## src/rtl/regfile_pkg.sv

```systemverilog
// Shared register-file parameters and the dump-reader FSM state type.
package regfile_pkg;

    localparam int NUM_REGS = 32;
    localparam int DATA_W   = 64;
    localparam int ADDR_W   = $clog2(NUM_REGS);

    typedef enum logic [1:0] {
        IDLE  = 2'd0,
        FETCH = 2'd1,
        SEND  = 2'd2,
        DONE  = 2'd3
    } dump_state_t;

endpackage

```

## src/rtl/regfile_dump_reader.sv

```systemverilog
// Debug readout: walks a wrapping register range through one read port and
// streams each value out on a valid/ready interface with register tag and last flag.
module regfile_dump_reader #(
    parameter int NUM_REGS = regfile_pkg::NUM_REGS,
    parameter int DATA_W   = regfile_pkg::DATA_W,
    parameter int ADDR_W   = regfile_pkg::ADDR_W
) (
    input  logic              clk,
    input  logic              reset_n,
    input  logic              start,
    input  logic [ADDR_W-1:0] first_addr,
    input  logic [ADDR_W-1:0] last_addr,
    input  logic              abort,
    output logic [ADDR_W-1:0] rd_addr,
    input  logic [DATA_W-1:0] rd_data,
    output logic              out_valid,
    input  logic              out_ready,
    output logic [DATA_W-1:0] out_data,
    output logic [ADDR_W-1:0] out_addr,
    output logic              out_last,
    output logic              busy,
    output logic              done
);
    import regfile_pkg::*;

    dump_state_t       state, state_nx;
    logic [ADDR_W-1:0] cur_addr;
    logic [ADDR_W-1:0] end_addr;
    logic              hs;

    assign hs = out_valid & out_ready;

    always_comb begin
        state_nx = state;
        case (state)
            IDLE:    if (start) state_nx = FETCH;
            FETCH:   state_nx = abort ? IDLE : SEND;
            SEND: begin
                if (abort)   state_nx = IDLE;
                else if (hs) state_nx = out_last ? DONE : FETCH;
            end
            DONE:    state_nx = IDLE;
            default: state_nx = IDLE;
        endcase
    end

    always_ff @(posedge clk) begin
        if (!reset_n) begin
            state     <= IDLE;
            cur_addr  <= '0;
            end_addr  <= '0;
            out_data  <= '0;
            out_addr  <= '0;
            out_last  <= 1'b0;
            out_valid <= 1'b0;
        end else begin
            state <= state_nx;
            case (state)
                IDLE: begin
                    if (start) begin
                        cur_addr <= first_addr;
                        end_addr <= last_addr;
                    end
                end
                FETCH: begin
                    // Snapshot taken here; later register-file writes are not reflected.
                    if (!abort) begin
                        out_data  <= rd_data;
                        out_addr  <= cur_addr;
                        out_last  <= (cur_addr == end_addr);
                        out_valid <= 1'b1;
                    end
                end
                SEND: begin
                    if (abort) begin
                        out_valid <= 1'b0;
                    end else if (hs) begin
                        out_valid <= 1'b0;
                        // Power-of-two register count: natural overflow is the wrap.
                        if (!out_last) cur_addr <= cur_addr + 1'b1;
                    end
                end
                default: ;
            endcase
        end
    end

    assign rd_addr = cur_addr;
    assign busy    = (state != IDLE);
    assign done    = (state == DONE);

endmodule

```

## config.mk

```make
export PLATFORM = sky130hd
export DESIGN_NAME = regfile_dump_reader
export DESIGN_NICKNAME = d
export VERILOG_FILES = /design/src/rtl/regfile_pkg.sv /design/src/rtl/regfile_dump_reader.sv
export SDC_FILE = /design/constraint.sdc
export NUM_CORES = 1
export LEC_CHECK = 0
export CORE_MARGIN = 1.5
export CORE_UTILIZATION = 40
export DETAILED_ROUTE_END_ITERATION = 16
export PLACE_DENSITY = 0.8
export SLEW_MARGIN = 20
export SYNTH_ARGS = -nofsm -noshare
export SYNTH_HDL_FRONTEND = slang
export SYNTH_SLANG_ARGS = --single-unit
```

## constraint.sdc

```tcl
create_clock -name clk -period 1.8 [get_ports clk]
set_input_delay 0.18 -clock clk [delete_from_list [all_inputs] [get_ports clk]]
set_output_delay 0.18 -clock clk [all_outputs]
set_load 0.005 [all_outputs]
```

==> results.json <==
{
  "use_met1_pct": 23.5,
  "first_pass_iters": 4,
  "hold_path_class": "in2reg",
  "synth_warnings": 0,
  "cpMaxStageDelayCell": "clkdlybuf4s50_1",
  "status": "complete, no violations",
  "routed_wirelength_um": 8350,
  "crit_chain": "buf_4 -> or2_2 -> clkdlybuf4s50_1",
  "ctsLongestPathBuffers": 2,
  "initial_core_util_pct": 42.2,
  "setup_violations": 0,
  "synth_nets": 465,
  "die_area_mm2": 0.00830,
  "vias": 3093,
  "critical_path_class": "reg2out",
  "rsz0062_at_grt": "false",
  "clock_skew_ps": 8.21,
  "leakage_nw": 1.76,
  "via_per_inst": 4.86,
  "tightest_slew_ps": 404,
  "slowest_delay_ps": 440,
  "drt_iter0_drc": 127,
  "cts_buffers": 9,
  "hold_buffers": 0,
  "die_w_um": 91.1,
  "wl_per_cell_um": 13.1,
  "busiest_layer": "met2",
  "timing.max_cap.violations": 0,
  "drc": 0,
  "clk_pin_slew_worst_paths_ps": 80,
  "netlist_instances": 385,
  "antenna_left": 0,
  "synth-seq-cells": 83,
  "grt_max_degree": 50,
  "relSlewSlack_pct": 73.0,
  "htreeDepth": 3,
  "clockRootBuffer": "clkbuf_8",
  "fmax_mhz": 581,
  "crit_fanout": 9,
  "grt_use_met2_pct": 33.6,
  "postSynthAreaPerCell_um2": 8.07,
  "final_cell_area_mm2": 0.00499,
  "ctsResizeCount": 1,
  "drive_above_1_share_pct": 6.13,
  "post-layout-total-power_w": 0.00379,
  "grt_first_pass_wirelength_um": 13600,
  "peakVddDrop_uv": 449,
  "port_buffers": 156,
  "cp.required_ps": 1620,
  "rows": 31,
  "gp_congestion": 0.761,
  "track_usage_pct": 20.3,
  "synth-seq-area-share_pct": 53.5,
  "cts_tree": "built",
  "die_h_um": 91.1,
  "io_pins": 157,
  "core_mm2": 0.00737,
  "clock_latency_ps": 340,
  "min_period_ps": 1720,
  "ys_types": 32,
  "grt_overflow": 0,
  "end_kind": "output port",
  "fill_cells": 617,
  "grt_use_met3_pct": 7.45,
  "dp_hpwl_um": 5950,
  "cellPowerDensity_mw_per_mm2": 760,
  "slew_viol_final": 0,
  "grt_pass1_vias": 2893,
  "nets": 613,
  "grt_antenna_before_repair": 0,
  "syn2layout_area_growth_pct": 60.7,
  "crit_arrival_ps": 1540,
  "hold_viol": 0,
  "post_cts_buffers": 0,
  "cts_sinks": 83,
  "placed_area_mm2": 0.00480,
  "synth_area_mm2": 0.00311,
  "critPathLaunchType": "register",
  "fin_crit_sh_pct": 95.7,
  "timing.hold.ws_ps": 375,
  "tns_ps": 0,
  "diodes": 0
}
-- logic make-up (layout without fill, tap and decap cells) --
group           count (synthesis)  in the layout  synth area share [%]
xor+xnor                        5              5                  1.41
compound gates                 87             87                  15.3
buf+inv                        32            185                  4.63
fa+ha+maj                       1              1                 0.403
mux                             8              8                  2.62
flops                          83             83                  53.5
simple gates                  169            169                  22.1
-- Yosys cell counts (all sizes together) --
library cell	count	share of area, %
clkbuf	14	1.7
nand2b	2	0.40
mux2	1	0.36
nand4	2	0.40
o21ai	3	0.48
nor3b	2	1.0
o32ai	3	0.85
xor2	3	0.85
a21oi	77	12
a41oi	1	0.89
nand2	144	17
nor3	4	0.64
dfxtp	83	53
mux2i	7	2.3
ha	1	0.40
nand3	3	0.48
inv	5	0.60
or2	1	0.20
nor2b	1	0.20
and2	1	0.20
nor2	8	0.97
xnor2	2	0.56
a31oi	1	0.20
buf	13	2.3
a211oi	1	0.24
and3	1	0.20
o31a	1	0.28
-- state kept, by name, summed over array words and instances, names as in the netlist --
name and flops:
out_data 64, end_addr 5, out_valid 1, out_last 1, rd_addr 5, state 2
out_addr 5
-- layout make-up --
cell class / instances / area (um2) / area share (%)
repair buffers: 164 / 1680 / 33.7
flip-flops and latches: 83 / 1660 / 33.3
multi-input cells: 270 / 1310 / 26.2
clock buffers: 11 / 141 / 2.83
well taps: 99 / 124 / 2.48
clock inverters: 5 / 52.6 / 1.05
inverters: 5 / 18.8 / 0.376
-- metal layers --
layer | up-vias | part of all wire [%]
met5 | - | 0
met4 | 0 | 2.1
met3 | 16 | 8.4
met2 | 118 | 48
met1 | 1402 | 42
li1 | 1557 | -
-- critical path: cells and delay by family, from the launching register on --
kind / cells / cell delay (ps)
simple gates: 1 / 270
buf+inv: 2 / 610
flops: 1 / 320
-- layout by cell type, fill, tap and decap left out, types with 2 or more instances in the layout --
| cell | instances |
|---|---|
| clkbuf_8 | 10 |
| clkdlybuf4s50_1 | 156 |
| inv_1 | 3 |
| clkinv_2 | 3 |
| o32ai_1 | 3 |
| nand2b_1 | 2 |
| xor2_1 | 3 |
| nand2_1 | 144 |
| inv_2 | 2 |
| buf_12 | 5 |
| a21oi_1 | 77 |
| buf_4 | 3 |
| nand4_1 | 2 |
| nor2_1 | 8 |
| nand3_1 | 2 |
| mux2i_1 | 7 |
| dfxtp_1 | 82 |
| nor3_1 | 4 |
| xnor2_1 | 2 |
| o21ai_0 | 3 |
-- final timing paths --
check          startpoint            to  slack [ps]  cells past startpoint
max              state[0]          busy          80                      3
min           rd_data[24]  out_data[24]         380                      3
max reg2reg      state[1]    rd_addr[3]         430                      3
min reg2reg  out_data[55]  out_data[55]         450                      2
-- where the power goes --
group          switching (W)  internal [W]  leakage (nW)
Combinational       0.000200      0.000336         0.984
Sequential         0.0000490       0.00190         0.675
Clock               0.000635      0.000673        0.0991
-- per-stage QoR --
| step | util, % | worst slack [ps] | cells |
|---|---|---|---|
| 2_1_floorplan | - | 524 | 385 |
| 3_5_place_dp | 65.1 | 173 | 621 |
| 6_report | 67.7 | 78.3 | 637 |
| 5_1_grt | 67.7 | 18.5 | 637 |
| 3_3_place_gp | 65.1 | 217 | 621 |
| 4_1_cts | 67.7 | 59.2 | 637 |
(Power assumes the default switching activity.)
